===== src/rtl/bcd_rtc_pkg.sv =====
// Shared types, digit limits and load-time validation for the BCD real-time clock.
// Latency: none (types and a combinational helper only).
// Backpressure: not applicable.
package bcd_rtc_pkg;

    typedef logic [3:0] bcd_t;

    typedef struct packed {
        bcd_t hh_h;
        bcd_t hh_l;
        bcd_t mm_h;
        bcd_t mm_l;
        bcd_t ss_h;
        bcd_t ss_l;
    } bcd_time_t;

    localparam bcd_t BCD_MAX         = 4'd9;
    localparam bcd_t SEC_MAX_H       = 4'd5;
    localparam bcd_t MIN_MAX_H       = 4'd5;
    localparam bcd_t HOUR_MAX_H      = 4'd2;
    localparam bcd_t HOUR_MAX_L_AT_2 = 4'd3;

    // A loadable time is a legal 24 h BCD value; hh_h <= 9 is implied by the hour check.
    function automatic logic time_valid(input bcd_time_t t);
        logic ok;
        ok = (t.hh_l <= BCD_MAX) && (t.mm_l <= BCD_MAX) && (t.ss_l <= BCD_MAX)
          && (t.mm_h <= MIN_MAX_H) && (t.ss_h <= SEC_MAX_H)
          && ((t.hh_h < HOUR_MAX_H)
              || ((t.hh_h == HOUR_MAX_H) && (t.hh_l <= HOUR_MAX_L_AT_2)));
        return ok;
    endfunction

endpackage


===== src/rtl/bcd_mod60_counter.sv =====
// Two-digit BCD 00..59 counter used for seconds and minutes, with parallel load.
// Latency: digits update on the edge after inc/load; carry is combinational (inc at 59).
// Backpressure: none, inc and load are always accepted; load has priority over inc.
module bcd_mod60_counter
    import bcd_rtc_pkg::*;
(
    input  logic       clk,
    input  logic       reset_n,
    input  logic       inc,
    input  logic       load,
    input  logic [3:0] load_h,
    input  logic [3:0] load_l,
    output logic [3:0] digit_h,
    output logic [3:0] digit_l,
    output logic       carry
);

    // Carry fires in the cycle whose increment rolls 59 over to 00.
    assign carry = inc && (digit_h == SEC_MAX_H) && (digit_l == BCD_MAX);

    // Digit registers: load first, otherwise BCD increment wrapping at 59.
    always_ff @(posedge clk or negedge reset_n) begin
        if (!reset_n) begin
            digit_h <= '0;
            digit_l <= '0;
        end else if (load) begin
            digit_h <= load_h;
            digit_l <= load_l;
        end else if (inc) begin
            if (digit_l == BCD_MAX) begin
                digit_l <= '0;
                digit_h <= (digit_h == SEC_MAX_H) ? 4'd0 : digit_h + 4'd1;
            end else begin
                digit_l <= digit_l + 4'd1;
            end
        end
    end

endmodule


===== src/rtl/bcd_rtc_timer.sv =====
// BCD HH:MM:SS real-time clock with prescaler, run/pause, validated load, 12 h view and daily alarm.
// Latency: time advances on the tick edge; sec_tick/load_err/alarm pulses appear the cycle after.
// Backpressure: none; a valid load always wins over a same-cycle tick, an invalid load is dropped.
module bcd_rtc_timer
    import bcd_rtc_pkg::*;
#(
    parameter int CLK_DIV  = 50_000_000,
    parameter bit ALARM_EN = 1'b1
) (
    input  logic        i_clk,
    input  logic        i_reset_n,
    input  logic        i_run,
    input  logic        i_load,
    input  logic [23:0] i_load_time,
    input  logic        i_alarm_en,
    input  logic [15:0] i_alarm_time,
    output logic [3:0]  o_hour_h,
    output logic [3:0]  o_hour_l,
    output logic [3:0]  o_minute_h,
    output logic [3:0]  o_minute_l,
    output logic [3:0]  o_second_h,
    output logic [3:0]  o_second_l,
    output logic [3:0]  o_disp_hour_h,
    output logic [3:0]  o_disp_hour_l,
    output logic        o_pm,
    output logic        o_sec_tick,
    output logic        o_load_err,
    output logic        o_alarm
);

    localparam int            PW         = (CLK_DIV > 1) ? $clog2(CLK_DIV) : 1;
    localparam logic [PW-1:0] PRESC_LAST = PW'(CLK_DIV - 1);

    bcd_time_t     load_t;
    logic          load_ok;
    logic          load_bad;
    logic [PW-1:0] presc;
    logic          tick;
    logic          advance;
    logic          sec_carry;
    logic          min_carry;
    bcd_t          hour_h;
    bcd_t          hour_l;
    bcd_t          hour_h_next;
    bcd_t          hour_l_next;
    logic [4:0]    hour_bin;
    logic [4:0]    hour_12;

    assign load_t   = bcd_time_t'(i_load_time);
    assign load_ok  = i_load && time_valid(load_t);
    assign load_bad = i_load && !time_valid(load_t);
    assign tick     = i_run && (presc == PRESC_LAST);
    // A valid load swallows the tick; an invalid load is treated as no load at all.
    assign advance  = tick && !load_ok;

    // Prescaler: restarts on valid load or tick, holds while paused.
    always_ff @(posedge i_clk or negedge i_reset_n) begin
        if (!i_reset_n) begin
            presc <= '0;
        end else if (load_ok || tick) begin
            presc <= '0;
        end else if (i_run) begin
            presc <= presc + PW'(1);
        end
    end

    bcd_mod60_counter u_seconds (
        .clk     (i_clk),
        .reset_n (i_reset_n),
        .inc     (advance),
        .load    (load_ok),
        .load_h  (load_t.ss_h),
        .load_l  (load_t.ss_l),
        .digit_h (o_second_h),
        .digit_l (o_second_l),
        .carry   (sec_carry)
    );

    bcd_mod60_counter u_minutes (
        .clk     (i_clk),
        .reset_n (i_reset_n),
        .inc     (sec_carry),
        .load    (load_ok),
        .load_h  (load_t.mm_h),
        .load_l  (load_t.mm_l),
        .digit_h (o_minute_h),
        .digit_l (o_minute_l),
        .carry   (min_carry)
    );

    // Next hour value: 23 wraps to 00, otherwise BCD increment.
    always_comb begin
        hour_h_next = hour_h;
        hour_l_next = hour_l;
        if ((hour_h == HOUR_MAX_H) && (hour_l == HOUR_MAX_L_AT_2)) begin
            hour_h_next = '0;
            hour_l_next = '0;
        end else if (hour_l == BCD_MAX) begin
            hour_h_next = hour_h + 4'd1;
            hour_l_next = '0;
        end else begin
            hour_l_next = hour_l + 4'd1;
        end
    end

    // Hour register: load first, else step on minute carry.
    always_ff @(posedge i_clk or negedge i_reset_n) begin
        if (!i_reset_n) begin
            hour_h <= '0;
            hour_l <= '0;
        end else if (load_ok) begin
            hour_h <= load_t.hh_h;
            hour_l <= load_t.hh_l;
        end else if (min_carry) begin
            hour_h <= hour_h_next;
            hour_l <= hour_l_next;
        end
    end

    assign o_hour_h = hour_h;
    assign o_hour_l = hour_l;

    // Status pulses, one cycle after the event that caused them.
    always_ff @(posedge i_clk or negedge i_reset_n) begin
        if (!i_reset_n) begin
            o_sec_tick <= 1'b0;
            o_load_err <= 1'b0;
        end else begin
            o_sec_tick <= advance;
            o_load_err <= load_bad;
        end
    end

    generate
        if (ALARM_EN) begin : g_alarm
            bcd_t mm_h_nx;
            bcd_t mm_l_nx;
            bcd_t hh_h_nx;
            bcd_t hh_l_nx;

            // hh:mm the clock is about to enter; only meaningful when seconds roll to 00.
            always_comb begin
                mm_h_nx = o_minute_h;
                mm_l_nx = o_minute_l;
                if (min_carry) begin
                    mm_h_nx = '0;
                    mm_l_nx = '0;
                end else if (o_minute_l == BCD_MAX) begin
                    mm_h_nx = o_minute_h + 4'd1;
                    mm_l_nx = '0;
                end else begin
                    mm_l_nx = o_minute_l + 4'd1;
                end
                hh_h_nx = min_carry ? hour_h_next : hour_h;
                hh_l_nx = min_carry ? hour_l_next : hour_l;
            end

            // Alarm pulse on a tick-driven entry into hh:mm:00 matching the armed time.
            always_ff @(posedge i_clk or negedge i_reset_n) begin
                if (!i_reset_n) begin
                    o_alarm <= 1'b0;
                end else begin
                    o_alarm <= sec_carry && i_alarm_en
                            && ({hh_h_nx, hh_l_nx, mm_h_nx, mm_l_nx} == i_alarm_time);
                end
            end
        end else begin : g_no_alarm
            assign o_alarm = 1'b0;
        end
    endgenerate

    // 12 h view: 00 shows as 12, 13..23 fold down by 12.
    assign hour_bin = (5'(hour_h) * 5'd10) + 5'(hour_l);
    always_comb begin
        hour_12 = hour_bin;
        if (hour_bin == 5'd0) begin
            hour_12 = 5'd12;
        end else if (hour_bin > 5'd12) begin
            hour_12 = hour_bin - 5'd12;
        end
    end

    assign o_disp_hour_h = (hour_12 >= 5'd10) ? 4'd1 : 4'd0;
    assign o_disp_hour_l = (hour_12 >= 5'd10) ? 4'(hour_12 - 5'd10) : 4'(hour_12);
    assign o_pm          = (hour_bin >= 5'd12);

endmodule


===== config.mk =====
export PLATFORM = sky130hd
export DESIGN_NAME = bcd_rtc_timer
export DESIGN_NICKNAME = d
export VERILOG_FILES = /design/src/rtl/bcd_rtc_pkg.sv /design/src/rtl/bcd_mod60_counter.sv /design/src/rtl/bcd_rtc_timer.sv
export SDC_FILE = /design/constraint.sdc
export NUM_CORES = 1
export LEC_CHECK = 0
export CAP_MARGIN = 20
export CORE_MARGIN = 4
export CORE_UTILIZATION = 35
export CTS_CLUSTER_SIZE = 16
export DETAILED_ROUTE_END_ITERATION = 8
export PLACE_DENSITY_LB_ADDON = 0.25
export SLEW_MARGIN = 20
export SYNTH_ARGS = -nofsm -noshare
export SYNTH_HDL_FRONTEND = slang
export SYNTH_HIERARCHICAL = 1
export SYNTH_SLANG_ARGS = --single-unit

===== constraint.sdc =====
create_clock -name i_clk -period 4.9 [get_ports i_clk]
set_clock_uncertainty 0.2 [all_clocks]
set_input_delay 1.47 -clock i_clk [delete_from_list [all_inputs] [get_ports i_clk]]
set_output_delay 1.47 -clock i_clk [all_outputs]
set_load 0.05 [all_outputs]

Word level (Yosys, flattened, before mapping)
Cells that the tools add are included.

Add/subtract/negate cells: 10. Multiply operators: 1. Order comparisons: 10. Equality and inequality tests: 10. Mux-type cells: 31. Reductions and logical operators: 29.

Operators by type and width (count): 4-bit two-way mux (26); 26-bit two-way mux (2); 26-bit by 1-bit adder with 26-bit output, second input constant (1); 26-bit == test, second input constant (1); 4-bit by 1-bit adder with 4-bit output, second input constant (6); 1-bit logical AND (17); 16-bit == test (1); 4-bit by 2-bit == test with 1-bit output, second input constant (3); 4-bit == test, second input constant (3); 4-bit less-or-equal comparator, second input constant (3); 5-bit by 4-bit >= comparator with 1-bit output, second input constant (2); 5-bit two-way mux (2); 2-bit nonzero test (5); 4-bit by 3-bit == test with 1-bit output, second input constant (2); 4-bit by 3-bit less-or-equal comparator with 1-bit output, second input constant (2); 5-bit by 4-bit adder with 5-bit output (1); 5-bit by 4-bit > comparator with 1-bit output, second input constant (1); 5-bit zero test (1); 5-bit by 4-bit subtractor with 5-bit output, second input constant (1); 4-bit by 2-bit less-or-equal comparator with 1-bit output, second input constant (1); 4-bit by 2-bit less-than comparator with 1-bit output, second input constant (1); 4-bit by 3-bit multiplier with 4-bit output, second input constant (1); 2-bit AND reduction (2); 4-bit subtractor, second input constant (1); other kinds (3) (5).

Bits in registers: 53. Output and inout port bits: 36. Word-level logic and storage cells: 101.

Longest topological paths before layout
Gate-level depths: netlist (run 1).

Depth after elaboration: 16. Gate-level depth with buffers: 17. Gate-level depth less buffers: 15.

Cells and area by module
The synthesis (run 1) kept the hierarchy.

By module, submodules not included: bcd_rtc_timer (instances 1, cells an instance 342, area an instance 2982.9 um2, sequential area each 925.9 um2); bcd_mod60_counter (instances 2, cells an instance 54, area an instance 490.5 um2, sequential area each 200.2 um2).

Least setup slack after synthesis (run 1)
No wires, ideal clock.

Kind: input to register. From: input i_load_time[17]. To: register o_alarm. Library setup time: 67 ps. Arrival time: 5394 ps. Required time: 4633 ps. Slack: -761 ps. Stages: 16. Buffers on the path: 2. Cells stage by stage: o21ai_0 nand3_1 nor4_4 clkbuf_1 nor2_1 nand4b_4 nor4_1 nand4b_4 nor4_1 clkbuf_1 o21ai_0 and2_1 or3_1 a2111oi_0 nor4b_1 o2111a_1.

Word-level cells in the longest chain between the ends: 16. Elaborated cells between the ends (all ways): 23. Those cells by class: 2 x order compare; 1 x eq/ne; 4 x mux; 16 x reduce/logical.

Ends and longest elaborated chain: from (decl) (line bcd_rtc_timer.sv:14) `input logic [23:0] i_load_time,`; 4-bit less-or-equal comparator (line bcd_rtc_pkg.sv:26) `ok = (t.hh_l <= BCD_MAX) && (t.mm_l <= BCD_MAX) && (t.ss_l <= BCD_MAX)`; 1-bit logical AND (2 in series) (line bcd_rtc_pkg.sv:26); 1-bit logical AND (2 in series) (line bcd_rtc_pkg.sv:27) `&& (t.mm_h <= MIN_MAX_H) && (t.ss_h <= SEC_MAX_H)`; 1-bit logical AND (*) (line bcd_rtc_pkg.sv:28) `&& ((t.hh_h < HOUR_MAX_H)`; 1-bit logical AND (*) (line bcd_rtc_timer.sv:50) `assign load_ok = i_load && time_valid(load_t);`; via load_ok (line bcd_rtc_timer.sv:35) `logic load_ok;`; 1-bit zero test (*) (line bcd_rtc_timer.sv:54) `assign advance = tick && !load_ok;`; 1-bit logical AND (*) (line bcd_rtc_timer.sv:54); via advance (line bcd_rtc_timer.sv:39) `logic advance;`; 1-bit logical AND (*) (2 in series) (line bcd_mod60_counter.sv:19) `assign carry = inc && (digit_h == SEC_MAX_H) && (digit_l == BCD_MAX);`; via sec_carry (line bcd_rtc_timer.sv:40) `logic sec_carry;`; 1-bit logical AND (*) (2 in series) (line bcd_mod60_counter.sv:19); via min_carry (line bcd_rtc_timer.sv:41) `logic min_carry;`; 4-bit two-way mux, on equally long branches; 16-bit == test (*) (line bcd_rtc_timer.sv:164) `&& ({hh_h_nx, hh_l_nx, mm_h_nx, mm_l_nx} == i_alarm_time);`; 1-bit logical AND (*) (line bcd_rtc_timer.sv:164); to (signal assigned) (line bcd_rtc_timer.sv:163) `o_alarm <= sec_carry && i_alarm_en`; to (decl) (line bcd_rtc_timer.sv:28) `output logic o_alarm`.

The timed path passes the listed nets; every way through them passes the cells marked *. A chain may end at the register's enable or synchronous reset.

Worst setup path in the final report (run 1)
From: register hour_h[0] (netlist: o_hour_h[0]). To: output o_disp_hour_l[1].

Word-level cells in the longest chain between the ends: 7. Elaborated cells between the ends (all ways): 10. Those cells by class: 3 x add/sub; 1 x mul; 2 x order compare; 3 x mux; 1 x reduce/logical.

Ends and longest elaborated chain: from (decl) (line bcd_rtc_timer.sv:42) `bcd_t hour_h;`; from (signal assigned) (line bcd_rtc_timer.sv:112) `hour_h <= load_t.hh_h;`; from (signal assigned) (line bcd_rtc_timer.sv:115) `hour_h <= hour_h_next;`; 4-bit by 3-bit multiplier with 4-bit output (*) (line bcd_rtc_timer.sv:173) `assign hour_bin = (5'(hour_h) * 5'd10) + 5'(hour_l);`; 5-bit by 4-bit adder with 5-bit output (*) (line bcd_rtc_timer.sv:173); 5-bit by 4-bit subtractor with 5-bit output / 5-bit by 4-bit > comparator with 1-bit output (equally long branches) (line bcd_rtc_timer.sv:179, bcd_rtc_timer.sv:178); 5-bit two-way mux (line bcd_rtc_timer.sv:178) `end else if (hour_bin > 5'd12) begin`; 5-bit two-way mux (*) (line bcd_rtc_timer.sv:176) `if (hour_bin == 5'd0) begin`; 4-bit subtractor / 5-bit by 4-bit >= comparator with 1-bit output (equally long branches) (line bcd_rtc_timer.sv:184) `assign o_disp_hour_l = (hour_12 >= 5'd10) ? 4'(hour_12 - 5'd10) : 4'(hour_12);`; 4-bit two-way mux (*) (line bcd_rtc_timer.sv:184); to (decl) (line bcd_rtc_timer.sv:24) `output logic [3:0] o_disp_hour_l,`.

Every way passes the cells marked *; elsewhere a longest branch is shown, timed or not.

==> impl_metrics.yaml, run 1 <==
run_status:
  status: "complete, but fails checks"
  violations: "negative setup slack"
global_route:
  antenna_found_initial: 0
  grt_max_degree: 38
  grt_pass1_vias: 3759
  grt_first_pass_wirelength_um: 19000
  grt.overflow.total: 0
  grtUsageTotal_pct: 18.2
placement:
  dp_hpwl_um: 8550
  portBuffers: 77
  place_area_mm2: 0.00522
  pre_cts_ws_ns: -0.421
  place_congestion: 0.929
yosys:
  synth-async-reset-ratio_pct: 100
  synth_cells: 450
  ys_seq_area_share_pct: 33.5
  yosys_warnings: 6
  synth_area_mm2: 0.00396
  synth-main-ff-cell: "dfrtp_1"
  synth_seq_cells: 53
  synth-edff-count: 0
  syn-mean-instance-area_um2: 8.81
  ys_types: 73
detailed_routing:
  finalWirelength_um: 11700
  wl_per_cell_um: 16.7
  antenna_left: 0
  drt_iter0_drc: 239
  num_vias: 3780
  drc_errors: 0
  drtPass1Iterations: 4
  avgViaCountPerCell: 5.40
timing:
  hold_viol: 0
  whs_ns: 0.347
  rsz0062_at_grt: "yes"
  layout_min_cycle_time_ns: 4.93
  setup_tns_ns: -0.0563
  fmax_mhz: 203
  slew_violations: 0
  timing.final.ws_setup_ns: -0.0305
  max_slew_margin_pct: 40.2
  worst_pin_slew_ns: 0.897
  period_share_pct: 101
  setup_viol: 3
clock_tree:
  hold_buffers: 0
  tritoncts: "built"
  path_clk_slew_ns: 0.07
  cts-root-buf: "clkbuf_16"
  cts_buffers: 5
  insertion_delay_ns: 0.30
  cts.path.max_buffers: 2
  htreeDepth: 2
  cts_sinks: 53
layout:
  multi_input_area_mm2: 0.00273
  nNetsFinal: 621
  post-route-util_pct: 51.3
  design_area_mm2: 0.00563
  fill_cells: 1020
  regArea_mm2: 0.00133
  diodes: 0
  drive_gt1_share_pct: 18.4
  areaGrowthSynthToFinish_pct: 42.0
pwr:
  max-vdd-ir-drop_mv: 0.365
  leakagePower_nw: 2.52
  powerDensity_mw_per_mm2: 343
worst_setup_path:
  crit_required_ns: 3.23
  critPathKind: "reg2out"
  start_kind: "register"
  crit_fanout: 3
  worst_setup_path_end_kind: "output pin"
  reg2regPathDepth: 16
  arrival_ns: 3.26
floorplan:
  num_rows: 38
  fp.dieW_um: 114
  core_area_mm2: 0.0110
  start_util_pct: 36.1
  die_h_um: 114
  num_io_pins: 81
  die_area_mm2: 0.0131
min_path:
  hp-class: "reg2reg"
  hold_depth: 2
job:
  max_cap_violations: 0
## per-stage QoR
step,power [mW],std cells
after floorplan,1.11,452
after global placement,1.42,679
after detailed placement,1.44,679
after CTS,1.92,697
after global routing,2.03,700
final,1.93,700
## state kept, by name, indices dropped and copies added, names as in the netlist
register,count
o_hour_l,4
o_load_err,1
presc,26
o_hour_h,4
o_alarm,1
u_minutes/digit_l,4
u_seconds/digit_l,4
o_sec_tick,1
u_minutes/digit_h,4
u_seconds/digit_h,4
## kinds of logic after synthesis
group                    Yosys count  share of synthesized area [%]
AND/OR/NAND/NOR                  197                           28.3
other                              1                         0.0946
adder cells (fa/ha/maj)           16                           5.24
XOR/XNOR                          43                           10.6
AO/OA/AOI/OAI                     93                           15.7
multiplexers                       9                           2.40
buffers and inverters             38                           4.17
flip-flops                        53                           33.5
## power breakdown
| part | switching (mW) | internal, mW |
|---|---|---|
| sequential | 0.0974 | 0.492 |
| clock | 0.169 | 0.241 |
| combinational | 0.495 | 0.436 |
| total | 0.761 | 1.17 |
## worst paths after layout
path	start	endpoint	slack [ns]
setup / recovery	o_hour_h[0]$_DFF_PN0_	o_disp_hour_l[1]	-0.03
hold / removal	presc[5]$_DFFE_PN0P_	presc[5]$_DFFE_PN0P_	0.35
setup reg to reg	presc[11]$_DFFE_PN0P_	o_alarm$_DFF_PN0_	0.81
hold reg to reg	presc[5]$_DFFE_PN0P_	presc[5]$_DFFE_PN0P_	0.35
max in group asynchronous	i_reset_n	presc[21]$_DFFE_PN0P_	2.64
min in group asynchronous	i_reset_n	presc[17]$_DFFE_PN0P_	1.09
## per-layer routing
| layer | GRT usage, % | vias up | wire length (µm) | share of wire, % |
|---|---|---|---|---|
| li1 | - | 1843 | - | - |
| met1 | 25.1 | 1795 | 5340 | 46 |
| met2 | 29.4 | 134 | 5430 | 46 |
| met3 | 3.65 | 8 | 808 | 6.9 |
| met4 | 4.35 | 0 | 132 | 1.1 |
| met5 | 0 | - | 0 | 0 |
## synth_stat cells, types with 3 or more instances
| master | count | area (µm²) |
|---|---|---|
| o21a_1 | 3 | 22.5 |
| ha_1 | 15 | 188 |
| o21ai_1 | 4 | 20.0 |
| mux2_2 | 3 | 33.8 |
| o211ai_1 | 5 | 37.5 |
| or4_1 | 5 | 37.5 |
| nand2_1 | 33 | 124 |
| inv_1 | 15 | 56.3 |
| mux2i_1 | 5 | 50.1 |
| xor2_1 | 29 | 254 |
| nand3_1 | 19 | 95.1 |
| nor3b_1 | 4 | 30.0 |
| and4_1 | 4 | 35.0 |
| a2111oi_0 | 3 | 26.3 |
| and2_1 | 4 | 25.0 |
| nor3_1 | 4 | 20.0 |
| o21ai_0 | 22 | 110 |
| nand2b_1 | 10 | 62.6 |
| dfrtp_1 | 53 | 1330 |
| nor4_1 | 7 | 43.8 |
| a21oi_1 | 13 | 65.1 |
| o31ai_1 | 7 | 52.6 |
| clkbuf_1 | 12 | 45.0 |
| a31oi_1 | 9 | 56.3 |
| nor2b_1 | 10 | 62.6 |
| and4b_1 | 6 | 60.1 |
| a21boi_0 | 4 | 30.0 |
| nor2_1 | 50 | 188 |
| buf_4 | 3 | 22.5 |
| or3_1 | 7 | 43.8 |
| nand4_1 | 10 | 62.6 |
| xnor2_1 | 11 | 96.3 |
| and3_1 | 7 | 43.8 |
## final cells by class
class | count | area share [%]
Sequential cell | 53 | 23.7
Inverter | 17 | 1.13
Timing Repair Buffer | 122 | 20.6
Multi-Input combinational cell | 361 | 48.6
Clock buffer | 5 | 2.22
Clock inverter | 2 | 0.689
Tap cell | 140 | 3.11
## worst max-delay path, stage by stage, from the launching register on
cell,delay (ns)
dfrtp_4,0.52
ha_4,0.18
fa_2,0.37
xor2_4,0.18
inv_2,0.07
ha_1,0.13
or3b_4,0.40
nand3_2,0.10
o32ai_2,0.07
a311o_1,0.35
o21ai_4,0.30
xnor2_4,0.16
buf_12,0.15
## cell usage in the layout, fill, tap and decap left out, drive strengths merged, types with 5 or more instances in the layout
master,instances
buf,50
inv,18
clkdlybuf4s50,61
nor4,8
nand2b,10
o31ai,7
clkbuf,5
o211ai,5
dlymetal6s2s,9
and3,8
o21ai,27
dfrtp,53
a21oi,13
nand3,19
nand2,33
nor2b,10
xnor2,11
or3,7
nor2,50
ha,15
nand4,10
and4b,6
a31oi,9
mux2i,5
xor2,29
or4,5
## repair_timing
item,4_1_cts,5_1_grt
pin swaps,11,11
setup buffers,11,3
gates resized for setup,20,16
endpoints found under the setup margin,5,5
(Power assumes the default switching activity.)
==> run 2, diff against run 1 <==
--- a/config.mk
+++ b/config.mk
@@ -8,6 +8,7 @@
 export CAP_MARGIN = 20
 export CORE_MARGIN = 4
 export CORE_UTILIZATION = 35
+export CTS_BUF_LIST = sky130_fd_sc_hd__clkbuf_4
 export CTS_CLUSTER_SIZE = 16
 export DETAILED_ROUTE_END_ITERATION = 8
 export PLACE_DENSITY_LB_ADDON = 0.25
==> run 2 against run 1 <==
Net effect: the flow still finishes with violations (negative setup slack); register-to-register slack worse by 0.24 ns; flip-flop and latch count is the same; wire length fell by 0.15%; first-iteration DRC count increased by 40%; worst setup slack worse by 0.099 ns; count of clock-buffer cells in the layout is the same; die area did not move; total power is 8.0% lower; non-clock buffer count down 2; final area decreased by 2.6%; maximum frequency fell by 2.0%; hold slack improved by 0.019 ns; critical endpoint unchanged; highest routed layer unchanged.
==> impl_metrics.yaml, run 2 (synthesis gave the netlist of run 1 again) <==
detailed_routing:
  finalWirelength_um: 11700
  drt_iter0_drc: 335
  num_vias: 3793
  antenna_left: 0
  wl_per_cell_um: 16.7
  drtPass1Iterations: 4
  avgViaCountPerCell: 5.43
  drc_errors: 0
pwr:
  max-vdd-ir-drop_mv: 0.349
  leakagePower_nw: 2.40
  powerDensity_mw_per_mm2: 324
worst_setup_path:
  critPathKind: "reg2out"
  crit_required_ns: 3.23
  path_cells: "ha_4, fa_2, xor2_4, inv_2, ha_1, or3b_4, nand3_2, o32ai_2, a311o_1, o21ai_4, xnor2_4, buf_12"
  critical-path-max-stage-delay_ns: 0.54
  worst_setup_path_end_kind: "output pin"
  cp_slowest_cell: "dfrtp_4"
  arrival_ns: 3.36
  crit_fanout: 3
  start_kind: "register"
placement:
  portBuffers: 77
  place_congestion: 0.929
  pre_cts_ws_ns: -0.421
  dp_hpwl_um: 8550
floorplan:
  core_area_mm2: 0.0110
  num_io_pins: 81
  num_rows: 38
  die_h_um: 114
  die_area_mm2: 0.0131
  start_util_pct: 36.1
  fp.dieW_um: 114
layout:
  most-common-layout-cells: "clkdlybuf4s50_1 (71), nor2_1 (49), dfrtp_1 (49), buf_4 (43), nand2_1 (33)"
  regArea_mm2: 0.00133
  areaGrowthSynthToFinish_pct: 38.4
  largest_register_ffs: 26
  layout_commonest_cell: "clkdlybuf4s50_1"
  nNetsFinal: 619
  multi_input_area_mm2: 0.00271
  drive_gt1_share_pct: 17.9
  largest-register: "presc"
  fill_cells: 1054
timing:
  max_slew_margin_pct: 40.1
  period_share_pct: 103
  whs_ns: 0.365
  worst_pin_slew_ns: 0.898
  fmax_mhz: 199
  setup_viol: 5
  rsz0062_at_grt: "yes"
  slew_violations: 0
  hold_viol: 0
  timing.final.ws_setup_ns: -0.130
  layout_min_cycle_time_ns: 5.03
clock_tree:
  cts-root-buf: "clkbuf_4"
  cts_buffers: 5
  hold_buffers: 0
  tritoncts: "built"
  cts_sinks: 53
  path_clk_slew_ns: 0.17
  htreeDepth: 2
  insertion_delay_ns: 0.39
  cts.path.max_buffers: 2
global_route:
  grt_pass1_vias: 3753
  antenna_found_initial: 1
  grt_first_pass_wirelength_um: 18900
  grtUsageTotal_pct: 17.9
  grt.overflow.total: 0
  grt_max_degree: 38
run_status:
  violations: "negative setup slack"
  status: "complete, but fails checks"
min_path:
  hp-class: "reg2reg"
job:
  max_cap_violations: 0
-- run 2: changes by cell type in the layout (fill, tap and decap cells not counted), moves of 5 or more --
cell	previous run	this run
clkbuf_16	5	0
clkbuf_4	0	5
clkdlybuf4s50_1	61	71
dlymetal6s2s_1	9	1
-- run 2: routing by layer --
layer	routed length [µm]	global-route usage, %
met5	0	0
met4	144	4.12
met3	683	3.33
met2	5470	29.2
met1	5390	24.7
-- run 2: where the power goes --
part           internal, mW  leakage (nW)  switching [mW]
registers             0.491         0.705          0.0973
logic                 0.437          1.65           0.494
clock network         0.107        0.0417           0.149
-- run 2: layout make-up --
type | instances | area share [%]
Timing Repair Buffer | 120 | 20.5
Clock inverter | 2 | 0.707
Multi-Input combinational cell | 361 | 49.3
Clock buffer | 5 | 0.684
Sequential cell | 53 | 24.3
Tap cell | 140 | 3.19
Antenna cell | 1 | 0.0456
Inverter | 17 | 1.16
-- run 2: repair_timing --
item	in CTS	in global routing
pin swaps	4	4
setup buffers	9	3
setup endpoints to repair	6	6
gates resized for setup	10	11
hold endpoints to repair	0	0
-- run 2: worst max-delay path, delay by kind of cell, from the launching register on --
| family | cells | cell delay (ns) |
|---|---|---|
| AO/OA/AOI/OAI | 3 | 0.71 |
| adder cells (fa/ha/maj) | 3 | 0.68 |
| flip-flops | 1 | 0.54 |
| AND/OR/NAND/NOR | 2 | 0.50 |
| XOR/XNOR | 2 | 0.34 |
| buffers and inverters | 2 | 0.22 |
-- run 2: final timing paths --
path	startpoint	to	slack (ns)	cells past startpoint
min in group asynchronous	i_reset_n	presc[17]$_DFFE_PN0P_	0.98	1
hold reg to reg	presc[15]$_DFFE_PN0P_	presc[15]$_DFFE_PN0P_	0.37	2
setup reg to reg	presc[11]$_DFFE_PN0P_	o_alarm$_DFF_PN0_	0.57	15
hold / removal	presc[15]$_DFFE_PN0P_	presc[15]$_DFFE_PN0P_	0.37	2
max in group asynchronous	i_reset_n	presc[21]$_DFFE_PN0P_	2.75	2
setup / recovery	o_hour_h[0]$_DFF_PN0_	o_disp_hour_l[1]	-0.13	12
-- run 2: through the flow --
stage | setup TNS (ns) | utilization, % | total power [mW] | area (µm²) | instances
after detailed placement | -0.421 | 47.5 | 1.44 | 5220 | 679
after global routing | -1.54 | 49.9 | 1.88 | 5480 | 699
after floorplan | 0 | - | 1.11 | 4120 | 452
final | -0.521 | 49.9 | 1.78 | 5480 | 699
after CTS | -0.526 | 49.3 | 1.76 | 5410 | 695
after global placement | -0.321 | 47.5 | 1.42 | 5220 | 679
==> run 3, diff against run 2 <==
--- a/config.mk
+++ b/config.mk
@@ -6,6 +6,7 @@
 export NUM_CORES = 1
 export LEC_CHECK = 0
 export CAP_MARGIN = 20
+export CORE_ASPECT_RATIO = 0.5
 export CORE_MARGIN = 4
 export CORE_UTILIZATION = 35
 export CTS_BUF_LIST = sky130_fd_sc_hd__clkbuf_4
==> run 3 against run 2 <==
Net effect: the run still ends with negative setup slack left; maximum frequency fell by 1.2%; hold slack worse by 0.0035 ns; die area rose by 0.79%; register-to-register slack gained 0.16 ns; flip-flop and latch count unchanged; final area up 2.6%; sequential power is essentially flat; utilization increased by 1.1 points; wire length decreased by 5.0%; final cell count up 2.4%; sequential share of layout area shrank 0.61 points.
==> impl_metrics.yaml, run 3 (synthesis gave the netlist of run 1 again) <==
layout:
  nNetsFinal: 631
  most-common-layout-cells: "clkdlybuf4s50_1 (67), buf_4 (53), nor2_1 (49), dfrtp_1 (49), nand2_1 (31)"
  largest_register_ffs: 26
  drive_gt1_share_pct: 20.7
  largest-register: "presc"
  design_area_mm2: 0.00563
  layout_commonest_cell: "clkdlybuf4s50_1"
  diodes: 0
  finalNonFillerCells: 716
  areaGrowthSynthToFinish_pct: 41.9
global_route:
  antenna_found_initial: 0
  grt_pass1_vias: 3693
  grtUsageTotal_pct: 16.6
  grt_max_degree: 36
  grt_first_pass_wirelength_um: 18000
  grt.overflow.total: 0
timing:
  whs_ns: 0.362
  rsz0062_at_grt: "yes"
  slew_violations: 0
  timing.final.ws_setup_ns: -0.192
  layout_min_cycle_time_ns: 5.09
  setup_viol: 4
  period_share_pct: 104
  max_slew_margin_pct: 45.4
  fmax_mhz: 196
  worst_pin_slew_ns: 0.819
  hold_viol: 0
min_path:
  min_from: "presc[15]$_DFFE_PN0P_"
  hp-class: "reg2reg"
worst_setup_path:
  crit_start: "o_hour_h[0]$_DFF_PN0_"
  critPathKind: "reg2out"
  cp_slowest_cell: "dfrtp_4"
  crit_fanout: 4
  critical-path-max-stage-delay_ns: 0.55
  critPathMostFrequentCell: "ha_4"
  start_kind: "register"
  arrival_ns: 3.42
  critPathTopFamily: "adder cells"
  crit_required_ns: 3.23
  timing.rr.start: "presc[11]$_DFFE_PN0P_"
  worst_setup_path_end_kind: "output pin"
  path_cells: "ha_4, fa_2, xor2_4, inv_2, ha_4, or3b_4, a21boi_2, nor2_1, ha_2, a21boi_4, o21ai_4, xnor2_4, buf_12"
  cp.buffers_inverters: 2
clock_tree:
  cts_buffers: 5
  htreeDepth: 2
  path_clk_slew_ns: 0.16
  cts-root-buf: "clkbuf_4"
  hold_buffers: 0
  cts_sinks: 53
  cts.path.max_buffers: 2
  tritoncts: "built"
  insertion_delay_ns: 0.39
pwr:
  max-vdd-ir-drop_mv: 0.201
  leakagePower_nw: 2.49
  finalPower_mw: 1.75
  powerDensity_mw_per_mm2: 311
floorplan:
  core_area_mm2: 0.0110
  num_rows: 27
  start_util_pct: 36.0
  die_area_mm2: 0.0132
  die_h_um: 83.3
  fp.dieW_um: 159
  num_io_pins: 81
detailed_routing:
  avgViaCountPerCell: 5.28
  wl_per_cell_um: 15.5
  drt_iter0_drc: 213
  drc_errors: 0
  antenna_left: 0
  finalWirelength_um: 11100
  num_vias: 3778
  drtPass1Iterations: 4
job:
  max_cap_violations: 0
placement:
  dp_hpwl_um: 8080
  portBuffers: 77
  place_area_mm2: 0.00529
  place_inst: 693
  place_congestion: 0.905
run_status:
  status: "complete, but fails checks"
  violations: "negative setup slack"
==> run 3: cell count changes in the layout (fill, tap and decap cells not counted), sizes merged <==
cell | before | now
clkinv | 0 | 3
inv | 18 | 17
buf | 48 | 60
clkdlybuf4s50 | 71 | 67
bufinv | 1 | 0
dlymetal6s2s | 1 | 5
diode | 1 | 0
==> run 3: through the flow <==
step                setup slack (ns)  utilization (%)  TNS (ns)
global placement              -0.397             48.1    -0.397
floorplan                    0.00737                -         0
global route                  -0.334             51.1     -1.21
CTS                           -0.203             49.5    -0.753
detailed placement            -0.518             48.1    -0.521
finish                        -0.192             51.1    -0.671
==> run 3: worst paths after layout <==
kind	endpoint	cells after the start	slack (ns)
setup reg to reg	o_alarm$_DFF_PN0_	15	0.73
min in group asynchronous	o_hour_h[2]$_DFF_PN0_	1	0.95
max in group asynchronous	o_sec_tick$_DFF_PN0_	2	2.78
hold / removal	presc[15]$_DFFE_PN0P_	2	0.36
hold reg to reg	presc[15]$_DFFE_PN0P_	2	0.36
setup / recovery	o_disp_hour_l[1]	13	-0.19
==> run 3: power by group <==
group          switching, mW  leakage (nW)  internal (mW)
sequential            0.0945         0.705          0.491
combinational          0.506          1.75          0.454
clock                  0.148        0.0352         0.0573
==> run 3: repair_timing <==
action | in CTS | in global routing
setup buffers | 7 | 8
pin swaps | 3 | 19
gates resized for setup | 9 | 30
setup endpoints to repair | 6 | 6
==> run 3: layout make-up <==
| cell class | count | area [µm²] |
|---|---|---|
| fill | 1046 | 5390 |
| inverter | 17 | 63.8 |
| timing repair buffer | 132 | 1230 |
| sequential | 53 | 1330 |
| clock buffer | 5 | 37.5 |
| multi-input combinational | 361 | 2760 |
| tap | 145 | 181 |
| clock inverter | 3 | 22.5 |
==> run 3: tightest hold or removal path: cells and delay by family, from the launching register on <==
kind             cells  cell delay, ns
flip-flops           1            0.38
XOR/XNOR             1            0.07
AND/OR/NAND/NOR      1            0.08
==> run 3: per-layer routing <==
layer | track usage, % | share of wire, %
met1 | 21.3 | 45
met3 | 2.81 | 3.1
met4 | 4.33 | 1.9
met2 | 28.9 | 50
met5 | 0 | 0
